<file path="src/rtl/can_bit_destuffer.sv">
// can_bit_destuffer: removes CAN stuff bits, flags stuff errors, tracks bus idle and error recovery.
// Define CAN_DESTUFF_STATS_EN to add saturating stuff_count / stuff_err_count outputs.
module can_bit_destuffer #(
    parameter int STUFF_LEN = 5,
    parameter int IDLE_LEN  = 11
) (
    input  logic        clock,
    input  logic        reset,
    input  logic        sample_bit,
    input  logic        sample_valid,
    input  logic        stuff_enable,
    input  logic        error_in,
    output logic        rx_bit,
    output logic        rx_clk,
    output logic        stuff_error,
    output logic        in_error,
    output logic        bus_idle
`ifdef CAN_DESTUFF_STATS_EN
    ,
    output logic [15:0] stuff_count,
    output logic [7:0]  stuff_err_count
`endif
);
    localparam int RW = $clog2(IDLE_LEN + 1);
    typedef enum logic [1:0] {BUS_IDLE, STUFFING, NO_STUFF, ERROR} state_t;
    state_t        state, state_n;
    logic [RW-1:0] run, run_n, run_inc, run_rec;
    logic          last, last_n, pend, pend_n, rx_bit_n, rx_clk_n, serr_n;
    assign run_inc  = (&run) ? run : run + RW'(1);
    // consecutive-recessive count shared by NO_STUFF and ERROR
    assign run_rec  = !sample_bit ? '0 : (last ? run_inc : RW'(1));
    assign in_error = state == ERROR;
    assign bus_idle = state == BUS_IDLE;
    always_ff @(posedge clock) begin
        if (reset) begin
            state       <= BUS_IDLE;
            run         <= '0;
            last        <= 1'b1;
            pend        <= 1'b0;
            rx_bit      <= 1'b1;
            rx_clk      <= 1'b0;
            stuff_error <= 1'b0;
        end else begin
            state       <= state_n;
            run         <= run_n;
            last        <= last_n;
            pend        <= pend_n;
            rx_bit      <= rx_bit_n;
            rx_clk      <= rx_clk_n;
            stuff_error <= serr_n;
        end
    end
    always_comb begin
        state_n  = state;
        run_n    = run;
        last_n   = last;
        pend_n   = pend;
        rx_bit_n = rx_bit;
        rx_clk_n = 1'b0;
        serr_n   = 1'b0;
        if (error_in) begin
            state_n = ERROR;
            run_n   = '0;
            pend_n  = 1'b0;
        end else if (sample_valid) begin
            // a pending stuff bit is checked even after stuff_enable falls
            if (state == STUFFING && pend) begin
                pend_n = 1'b0;
                if (sample_bit != last) begin
                    run_n  = RW'(1);
                    last_n = sample_bit;
                end else begin
                    serr_n  = 1'b1;
                    state_n = ERROR;
                    run_n   = '0;
                end
            end else if (state == BUS_IDLE || (state == STUFFING && stuff_enable)) begin
                rx_clk_n = 1'b1;
                rx_bit_n = sample_bit;
                last_n   = sample_bit;
                run_n    = (sample_bit == last) ? run_inc : RW'(1);
                pend_n   = (state == STUFFING) && (run_n == RW'(STUFF_LEN));
                if (state == BUS_IDLE) begin
                    run_n   = sample_bit ? '0 : RW'(1);
                    state_n = sample_bit ? BUS_IDLE : STUFFING;
                end
            end else begin
                if (state != ERROR) begin
                    rx_clk_n = 1'b1;
                    rx_bit_n = sample_bit;
                end
                last_n  = sample_bit;
                run_n   = (run_rec == RW'(IDLE_LEN)) ? '0 : run_rec;
                state_n = (run_rec == RW'(IDLE_LEN)) ? BUS_IDLE : ((state == ERROR) ? ERROR : NO_STUFF);
            end
        end
    end
`ifdef CAN_DESTUFF_STATS_EN
    logic drop;
    assign drop = sample_valid && !error_in && state == STUFFING && pend && sample_bit != last;
    always_ff @(posedge clock) begin
        if (reset) begin
            stuff_count     <= '0;
            stuff_err_count <= '0;
        end else begin
            if (drop && !(&stuff_count)) stuff_count <= stuff_count + 16'd1;
            if (serr_n && !(&stuff_err_count)) stuff_err_count <= stuff_err_count + 8'd1;
        end
    end
`endif
endmodule
</file>
<file path="config.mk">
export PLATFORM = sky130hd
export DESIGN_NAME = can_bit_destuffer
export DESIGN_NICKNAME = d
export VERILOG_FILES = /design/src/rtl/can_bit_destuffer.sv
export SDC_FILE = /design/constraint.sdc
export NUM_CORES = 1
export LEC_CHECK = 0
export BUFFER_PORTS_ARGS = -buffer_cell sky130_fd_sc_hd__buf_2
export CORE_MARGIN = 5
export CORE_UTILIZATION = 58
export CTS_BUF_LIST = sky130_fd_sc_hd__clkbuf_8
export CTS_CLUSTER_SIZE = 8
export DETAILED_ROUTE_END_ITERATION = 6
export GPL_TIMING_DRIVEN = 0
export PLACE_DENSITY_LB_ADDON = 0.1
export SYNTH_ARGS = -nofsm -noshare
export SYNTH_HDL_FRONTEND = slang
export SYNTH_SLANG_ARGS = --single-unit
export TNS_END_PERCENT = 5
</file>
<file path="constraint.sdc">
create_clock -name clock -period 2.2 [get_ports clock]
set_input_delay 0.11 -clock clock [delete_from_list [all_inputs] [get_ports clock]]
set_output_delay 0.11 -clock clock [all_outputs]
set_load 0.02 [all_outputs]
</file>
=== After elaboration in Yosys (flattened, before gate mapping) ===
Cells that the tools add are included.
Widths: inputs -> output; s select.

* Memories kept: 0
* Bits in registers: 11
* Latch bits: 0
* Memory bits (read-only): 0
* Bits of input ports: 6
* RAM bits: 0

* $lt $le $gt $ge: 0
* Add/sub/neg operators: 1
* Div/mod/pow operators: 0
* Reductions and logical operators: 16
* Bitwise operators: 3
* Multipliers: 0
* Multiplexer cells: 28
* Equal/unequal tests: 10
* Shift-type cells: 0

{| class="wikitable"
|+ Operators by type and width
! kind !! count
|-
| $mux 4 || 8
|-
| $mux 2 || 7
|-
| $mux 1 || 13
|-
| $reduce_and 4->1 || 2
|-
| $reduce_or 4->1 || 2
|-
| $reduce_and 3->1 || 2
|-
| $reduce_bool 2->1 || 3
|-
| $add 4x1->4 const B || 1
|-
| $eq 4x3->1 const B || 1
|-
| $eq 4x4->1 const B || 1
|-
| $ne 4x4->1 const B || 1
|-
| $logic_and 1x1->1 || 3
|-
| $ne 3x3->1 const B || 1
|-
| $not 1->1 || 3
|-
| $eq 2x1->1 const B || 1
|-
| $eq 2x2->1 const B || 1
|-
| $logic_not 2->1 || 1
|-
| $ne 2x1->1 const B || 1
|-
| $ne 2x2->1 const B || 1
|-
| $reduce_and 2->1 || 1
|-
| $reduce_or 2->1 || 1
|-
| $eq 1x1->1 || 1
|-
| $logic_or 1x1->1 || 1
|-
| $ne 1x1->1 || 1
|}

=== Depth between registers and ports, before layout ===
Gate-level depths: netlist of run 1.

* Depth after elaboration: 10
* Gate-level depth with buffers: 6
* Mapped depth without buffers: 6

=== Least setup slack after synthesis of run 1 ===
OpenSTA, ideal clock, no wires.

* Path type: reg-to-reg
* Start: register run[0]
* End: register pend
* Buffers on the path: 0
* Setup slack: 0.472 ns
* Required time: 2.127 ns
* Cell stages (with the launch flop): 6
* Clock period less this slack: 1.728 ns
* Arrival time: 1.655 ns
* Path through: dfxtp_1 > ha_1 > or4_1 > nor4_1 > nor2_1 > nor3_2

* Longest elaborated chain between the ends: 7
* Elaborated cells on any way between the ends: 8
* Those cells by class: add/sub: 1; eq/ne: 1; mux: 4; reduce/logical: 2

{| class="wikitable"
|+ Ends and longest elaborated chain
! what !! line !! text
|-
| from (decl) || 27 || <nowiki>logic [RW-1:0] run, run_n, run_inc, run_rec;</nowiki>
|-
| from (signal assigned) || 45 || <nowiki>run <= run_n;</nowiki>
|-
| $add 4x1->4 or $reduce_and 4->1 (tied branches) || 29 || <nowiki>assign run_inc = (&run) ? run : run + RW'(1);</nowiki>
|-
| $mux 4 * || 29 ||
|-
| $mux 4 * || 81 || <nowiki>run_n = (sample_bit == last) ? run_inc : RW'(1);</nowiki>
|-
| $eq 4x3->1 * || 82 || <nowiki>pend_n = (state == STUFFING) && (run_n == RW'(STUFF_LEN));</nowiki>
|-
| $logic_and 1x1->1 * || 82 ||
|-
| $mux 1 * || 77 || <nowiki>end else if (state == BUS_IDLE || (state == STUFFING && stuff_enable)) begin</nowiki>
|-
| $mux 1 * || 67 || <nowiki>if (state == STUFFING && pend) begin</nowiki>
|-
| to (signal assigned) || 47 || <nowiki>pend <= pend_n;</nowiki>
|-
| to (decl) || 28 || <nowiki>logic last, last_n, pend, pend_n, rx_bit_n, rx_clk_n, serr_n;</nowiki>
|}

Every way passes the cells marked *; elsewhere a longest branch is shown, timed or not. The select of a mux whose other input is x is not followed.
A chain may end at the register's enable or synchronous reset.

=== Worst setup path in the final report of run 1 ===
Same ends and word-level chain as after synthesis.

==> flow_summary_export.csv, run 1 <==
group,metric,value,unit
status,outcome,"finished, final reports clean",
die,start_util,60.2,%
timing,finalMaxSlewViolations,0,
timing,skew,4.61,ps
clock_network,cts_tree,"built",
final_layout,drive_gt1_share,17.2,%
pwr,p_comb_share,20.5,%
pwr,leakage,0.341,nW
worst_hold_path,hold_class,"input pin to register",
timing,hold_viol,0,
clock_network,clkLatencyLatePin,230,ps
routing,firstDrtPassIters,4,
synth,netlist_area,773,µm²
final_layout,fillerInstances,108,
grt,grt_start_max_net_pins,11,
timing,holdWs,106,ps
die,die_y,46.5,µm
setup_path,start_kind,"register",
pwr,pwr-share-clk,37.7,%
clock_network,clkTransAtPathRegs,50,ps
clock_network,cts_setup_buffers,0,
pwr,peakVddDrop,614,µV
setup_path,path_class,"register to register",
placement,gp_congestion,0.807,
synth,async_flop_share,0,%
die,die_w,46.5,µm
pwr,pwr_density_cell,579,nW/µm²
timing,tightestPinTransition,421,ps
setup_path,cpPeakStageDelay,530,ps
synth,syn_nets,109,
timing,setup_tns,0,ps
timing,fin_crit,1940,ps
setup_path,crit_buf_inv,0,
synth,ys_types,34,
setup_path,path_delay_family,"simple AND/OR/NAND/NOR gates",
setup_path,end_kind,"register",
clock_network,clock_path_buffers,2,
placement,io_buffers,10,
grt,grtUsageTotal,19.4,%
die,boundaryPins,11,
routing,drc,0,
synth,ys_seq_elements,11,
placement,dp_hpwl,1.36,mm
routing,post_drt_wl_per_cell,14.0,µm
final_layout,layout_common_cells,"buf_2, dfxtp_1, a21oi_1, nor2b_1",
synth,synth_edf_count,0,
clock_network,cts_sinks,11,
pwr,switchingPower,0.000142,W
final_layout,final_common_cell,"buf_2",
final_layout,area_growth_syn_to_layout,14.7,%
synth,syn_inst,102,
grt,grt_pass1_vias,707,
grt,grt_pass1_wl,3.03,mm
clock_network,h-tree-depth,1,
routing,ant_nets,0,
pwr,seqPwrFrac,41.8,%
final_layout,fin_util,69.0,%
timing,fmax,516,MHz
clock_network,cts-hold-fix-buffers,0,
pwr,p_sw_share,27.6,%
timing,maxSlewHeadroom,71.7,%
setup_path,cpMaxStageDelayCell,"dfxtp_1",
synth,yosysSeqAreaShare,28.5,%
placement,dp_cells,127,
die,core_area,1280,µm²
setup_path,cp_max_fo,8,
clock_network,cts_root_buf,"clkbuf_8",
setup_path,critPathArrivalTime,2100,ps
routing,drt_wl_total,1.84,mm
timing,grt_setup_unrepaired,"no",
die,fp-row-count,13,
synth,synth_warnings,0,
synth,synth_ff_type,"dfxtp_1",
grt,antenna_found_initial,0,
final_layout,layout.cells.non_filler,131,
synth,syn_avg_cell_area,7.58,µm²
routing,drt_iter0_markers,24,
timing,finalSetupViolations,0,
final_layout,diodes,0,
pwr,power.internal,0.000372,W
clock_network,cts_resized,0,
die,die-area,2160,µm²
run,drv_cap,0,
setup_path,crit_chain,"ha_1 > or4_1 > nor4_1 > nor2_1 > nor3_2",
timing,finalCritPeriodShare,88.1,%
grt,grt.overflow.total,0,
routing,vias,792,
setup_path,critical_path_required,2360,ps
clock_network,cts_buffers,3,
routing,routed_via_density,6.05,
final_layout,finalNetCount,124,
[cells by family after synthesis]
kind of cell    count (synthesis)  share of synthesized area [%]
simple gates                   49                           37.1
compound gates                 28                           23.1
flops                          11                           28.5
buf+inv                         9                           5.02
xor+xnor                        3                           3.40
mux                             1                           1.29
fa+ha+maj                       1                           1.62
[cell type report]
type	count	area [µm²]	share of cell area (%)
sequential	11	220	24.8
multi-input combinational	82	514	58.0
timing repair buffer	10	50.0	5.64
clock buffer	3	41.3	4.65
tap	15	18.8	2.12
buffer	7	31.3	3.53
inverter	2	7.51	0.846
clock inverter	1	3.75	0.423
[final timing paths]
path	start	to	slack, ps	depth (start not counted)
min	reset	state[1]	110	2
max	run[0]	pend	260	5
min reg2reg	run[3]	run[3]	550	2
max reg2reg	run[0]	pend	260	5
[synthesized netlist by cell type, types with 3 or more instances]
master	instances	area (µm²)
a21o_1	3	22.5
a21oi_1	8	40.0
buf_2	4	20.0
clkbuf_1	3	11.3
dfxtp_1	11	220
nand2_1	7	26.3
nand2b_1	3	18.8
nand3_1	7	35.0
nor2_1	5	18.8
nor2b_1	8	50.1
nor3_1	7	35.0
o21ai_0	7	35.0
[per-layer routing]
metal / track usage, % / up-vias / share of wire (%)
met2: 32.7 / 27 / 49
li1: - / 399 / -
met1: 24.2 / 364 / 45
met3: 4.69 / 2 / 5.3
met4: 5.68 / 0 / 0.38
met5: 0 / - / 0
[flip-flops by register name, indices dropped and copies added, names as in the netlist]
name and cells:
state 2, run 4, pend 1, stuff_error 1, rx_clk 1, rx_bit 1
last 1
[power by group through the flow]
stage | logic, W | clock network (W) | registers [W]
floorplan | 0.0000731 | 0 | 0.000220
global placement | 0.000101 | 0 | 0.000219
detailed placement | 0.000104 | 0 | 0.000219
CTS | 0.000105 | 0.000201 | 0.000215
global route | 0.000116 | 0.000211 | 0.000216
finish | 0.000105 | 0.000193 | 0.000215
[per-stage QoR]
| stage | setup WS [ps] | area (µm²) | power (W) |
|---|---|---|---|
| 5_1_grt | 187 | 887 | 0.000543 |
| 3_5_place_dp | 271 | 842 | 0.000322 |
| 3_3_place_gp | 286 | 842 | 0.000320 |
| 4_1_cts | 257 | 887 | 0.000520 |
| 2_1_floorplan | 472 | 773 | 0.000293 |
| 6_report | 262 | 887 | 0.000513 |
(Power assumes the default switching activity.)
==> inputs of run 2 (changes only) <==
- TNS_END_PERCENT: 5 -> not set
- clock period: 2.2 -> 1.86 ns (I/O delays scaled with it)
==> flow_summary_export.csv, run 2 (synthesized netlist as in run 1, its figures left out) <==
group,metric,value,unit
status,outcome,"finished, final reports clean",
grt,grt_start_max_net_pins,11,
clock_network,clock_path_buffers,2,
placement,pre_cts_slack,-69.2,ps
setup_path,cpPeakStageDelay,480,ps
pwr,pwr_density_cell,680,nW/µm²
final_layout,area_growth_syn_to_layout,15.5,%
placement,dp_hpwl,1.36,mm
timing,tightestPinTransition,418,ps
die,die-area,2160,µm²
final_layout,top_regs,"run (4), state (2)",
timing,holdWs,88.6,ps
pwr,leakage,0.339,nW
clock_network,cts-hold-fix-buffers,0,
final_layout,layout_common_cells,"buf_2, dfxtp_1, a21oi_1, nor2b_1",
worst_hold_path,hold_class,"input pin to register",
pwr,pwr-share-clk,37.7,%
clock_network,cts_buffers,3,
timing,finalMaxSlewViolations,0,
timing,grt_setup_unrepaired,"no",
setup_path,crit_chain,"ha_2 > or4_1 > nor4_1 > nor2_1 > nor3_2",
clock_network,cts_tree,"built",
die,boundaryPins,11,
setup_path,start_kind,"register",
grt,grt.overflow.total,0,
clock_network,clkLatencyLatePin,230,ps
grt,grt_pass1_vias,707,
grt,grtUsageTotal,19.4,%
setup_path,cpMaxStageDelayCell,"or4_1",
routing,vias,792,
clock_network,cts_sinks,11,
pwr,power.internal,0.000439,W
pwr,seqPwrFrac,41.8,%
pwr,p_sw_share,27.7,%
final_layout,largest_reg_flops,4,
run,drv_cap,0,
final_layout,finalNetCount,124,
pwr,p_comb_share,20.6,%
routing,drt_iter0_markers,24,
routing,drc,0,
routing,drt_wl_total,1.85,mm
clock_network,cts_resized,1,
grt,grt_pass1_wl,3.03,mm
clock_network,cts_setup_buffers,0,
timing,finalSetupViolations,0,
setup_path,cp_max_fo,8,
clock_network,cts_root_buf,"clkbuf_8",
timing,fin_crit,1760,ps
timing,fin_ws,95.2,ps
final_layout,final_common_cell,"buf_2",
final_layout,drive_gt1_share,19.0,%
routing,post_drt_wl_per_cell,14.1,µm
timing,hold_viol,0,
timing,setup_tns,0,ps
final_layout,max_flop_register,"run",
timing,finalCritPeriodShare,94.9,%
clock_network,clkTransAtPathRegs,50,ps
routing,ant_nets,0,
placement,gp_congestion,0.807,
timing,maxSlewHeadroom,72.1,%
final_layout,diodes,0,
routing,routed_via_density,6.05,
die,start_util,60.2,%
placement,io_buffers,10,
die,core_area,1280,µm²
routing,firstDrtPassIters,4,
die,die_w,46.5,µm
final_layout,fillerInstances,108,
grt,antenna_found_initial,0,
pwr,peakVddDrop,721,µV
die,fp-row-count,13,
pwr,switchingPower,0.000168,W
die,die_y,46.5,µm
setup_path,critical_path_required,2020,ps
final_layout,fin_util,69.5,%
setup_path,end_kind,"register",
setup_path,path_class,"register to register",
timing,skew,3.40,ps
timing,fmax,567,MHz
clock_network,h-tree-depth,1,
setup_path,critPathArrivalTime,1920,ps
==> run 2: final cells by class <==
type	count	area, µm²	share of cell area, %
plain buffers	7	31.3	3.50
clock buffers	3	41.3	4.62
clock inverters	1	3.75	0.420
inverters	2	7.51	0.840
multi-input cells	82	517	57.8
flip-flops and latches	11	224	25.1
well taps	15	18.8	2.10
repair buffers	10	50.0	5.60
==> run 2: final timing paths <==
kind                             start  endpoint  slack (ps)  depth (start not counted)
worst max-delay path            run[0]      pend         100                          5
worst max register to register  run[0]      pend         100                          5
worst min register to register  run[3]    run[3]         560                          2
worst min-delay path             reset  state[1]          90                          2
==> run 2: critical path, delay by kind of cell, from the launching register on <==
family | cells | cell delay [ps]
flip-flops | 1 | 400
AND/OR/NAND/NOR | 4 | 960
adder cells (fa/ha/maj) | 1 | 320
==> run 2: through the flow <==
stage	std cells	area [µm²]	power, W
after floorplan	102	773	0.000346
after global placement	127	842	0.000379
after detailed placement	127	842	0.000381
after CTS	131	888	0.000616
after global routing	131	893	0.000642
final	131	893	0.000608
==> run 2: power by group through the flow <==
stage	sequential, W	clock, W	combinational, W
after floorplan	0.000260	0	0.0000864
after CTS	0.000254	0.000238	0.000124
after global placement	0.000259	0	0.000120
after detailed placement	0.000258	0	0.000123
final	0.000254	0.000229	0.000125
after global routing	0.000255	0.000249	0.000138
==> run 2: layer usage <==
metal,share of wire [%],up-vias,track usage (%)
met5,0,-,0
met4,0.86,0,5.68
met3,4.3,4,4.69
met2,48,20,32.7
met1,47,370,24.2
li1,-,398,-
==> inputs of run 3 (changes only) <==
- clock period: 1.86 -> 1.71 ns (I/O delays scaled with it)
==> flow_summary_export.csv, run 3 (synthesized netlist as in run 1, its figures left out) <==
group,metric,value,unit
status,outcome,"finished, final reports clean",
die,die_y,46.5,µm
grt,antenna_found_initial,0,
routing,drt_iter0_markers,20,
worst_hold_path,hold_start,"reset",
setup_path,r2r.worst_path.cells,5,
setup_path,crit_chain,"ha_4 > or4_1 > nor4_2 > nor2_1 > nor3_2",
placement,gp_congestion,0.815,
setup_path,cpPeakStageDelay,490,ps
routing,drt_wl_total,1.83,mm
setup_path,rrSetupSlack,50,ps
routing,routed_via_density,5.96,
pwr,peakVddDrop,823,µV
final_layout,largest_reg_flops,4,
grt,grt_pass1_wl,2.90,mm
final_layout,fillerInstances,111,
clock_network,clock_path_buffers,2,
die,die-area,2160,µm²
setup_path,cp_max_fo,6,
setup_path,critical_path_required,1870,ps
clock_network,cts_root_buf,"clkbuf_8",
final_layout,layout_common_cells,"buf_2, dfxtp_1, a21oi_1, nor2b_1",
setup_path,r2r-end,"pend",
setup_path,end_kind,"register",
timing,hold_viol,0,
timing,holdWs,85.4,ps
timing,finalCritPeriodShare,96.9,%
placement,dp_hpwl,1.29,mm
clock_network,h-tree-depth,1,
final_layout,finalNetCount,127,
routing,drc,0,
timing,fin_crit,1660,ps
final_layout,final_cell_area,933,µm²
routing,post_drt_wl_per_cell,13.6,µm
clock_network,clkTransAtPathRegs,50,ps
final_layout,diodes,0,
final_layout,top_regs,"run (4), state (2)",
grt,grt.overflow.total,0,
worst_hold_path,hold_class,"input pin to register",
placement,placed_area,843,µm²
clock_network,clkLatencyLatePin,230,ps
setup_path,path_class,"register to register",
routing,ant_nets,0,
die,core_area,1280,µm²
die,die_w,46.5,µm
clock_network,cts_sinks,11,
worst_hold_path,holdPathEnd,"state[1]",
timing,tightestPinTransition,436,ps
final_layout,final_common_cell,"buf_2",
grt,grtUsageTotal,18.9,%
pwr,pwr_density_cell,716,nW/µm²
setup_path,worst_r2r_startpoint,"run[0]",
die,fp-row-count,13,
timing,maxSlewHeadroom,70.7,%
timing,finalSetupViolations,0,
setup_path,cpMaxStageDelayCell,"or4_1",
worst_hold_path,whs_path_depth,2,
placement,io_buffers,10,
grt,grt_start_max_net_pins,11,
timing,finalMaxSlewViolations,0,
clock_network,cts_tree,"built",
placement,pre_cts_slack,-58.0,ps
clock_network,cts_buffers,3,
setup_path,start_kind,"register",
grt,grt_pass1_vias,662,
die,boundaryPins,11,
pwr,leakage,0.356,nW
routing,firstDrtPassIters,4,
final_layout,drive_gt1_share,22.7,%
die,start_util,60.2,%
run,drv_cap,0,
final_layout,max_flop_register,"run",
setup_path,critPathArrivalTime,1820,ps
final_layout,area_growth_syn_to_layout,20.7,%
timing,skew,1.68,ps
timing,fmax,604,MHz
timing,fin_ws,53.1,ps
routing,vias,799,
[run 3: cell types whose count changed in the layout (fill, tap and decap cells not counted)]
cell     delta
dfxtp_2     +1
ha_2        -1
ha_4        +1
dfxtp_1     -1
nor4_1      -1
nor4_2      +1
buf_4       +3
[run 3: cell type report]
cell class	count	area [µm²]	area share [%]
flip-flops and latches	11	225	24.1
plain buffers	7	31.3	3.35
well taps	15	18.8	2.01
multi-input cells	82	533	57.1
inverters	2	7.51	0.804
clock buffers	3	41.3	4.42
repair buffers	13	72.6	7.77
clock inverters	1	3.75	0.402
[run 3: stage by stage]
step	setup TNS [ps]	util [%]	instances	total power, W
2_1_floorplan	0	-	102	0.000377
4_1_cts	0	70.3	131	0.000665
3_3_place_gp	-55.4	65.6	127	0.000412
6_report	0	72.6	134	0.000669
5_1_grt	-56.7	72.6	134	0.000705
3_5_place_dp	-92.0	65.6	127	0.000414
[run 3: repair_timing]
action | 4_1_cts | 5_1_grt
setup buffers | 0 | 3
pin swaps | 0 | 0
resized for setup | 2 | 2
setup endpoints to repair | 2 | 1
hold buffers | 0 | 0
[run 3: power by group]
part           internal [W]  switching [W]  leakage [nW]
sequential         0.000266     0.00000949        0.0912
combinational     0.0000596      0.0000834         0.238
clock              0.000157      0.0000924        0.0269
[run 3: metal layers]
metal	up-vias	routed length (µm)	part of all wire (%)	GRT usage (%)
li1	402	-	-	-
met1	371	870	48	24.4
met2	22	853	47	29.9
met3	4	83	4.5	4.69
met4	0	19	1.0	6.82
met5	-	0	0	0
[run 3: worst max-delay path by stage]
stage | to | slack (ps) | depth (start not counted) | from
4_1_cts | pend | 20 | 5 | run[1]
2_1_floorplan | pend | 60 | 5 | run[0]
6_report | pend | 50 | 5 | run[0]
3_3_place_gp | pend | -50 | 5 | run[0]
5_1_grt | pend | -60 | 5 | run[0]
3_5_place_dp | pend | -60 | 5 | run[0]
[run 3: worst max-delay path, delay by kind of cell (launching register included)]
kind / cells / cell delay [ps]
and+or+nand+nor: 4 / 950
DFF: 1 / 370
adders and majority gates: 1 / 270
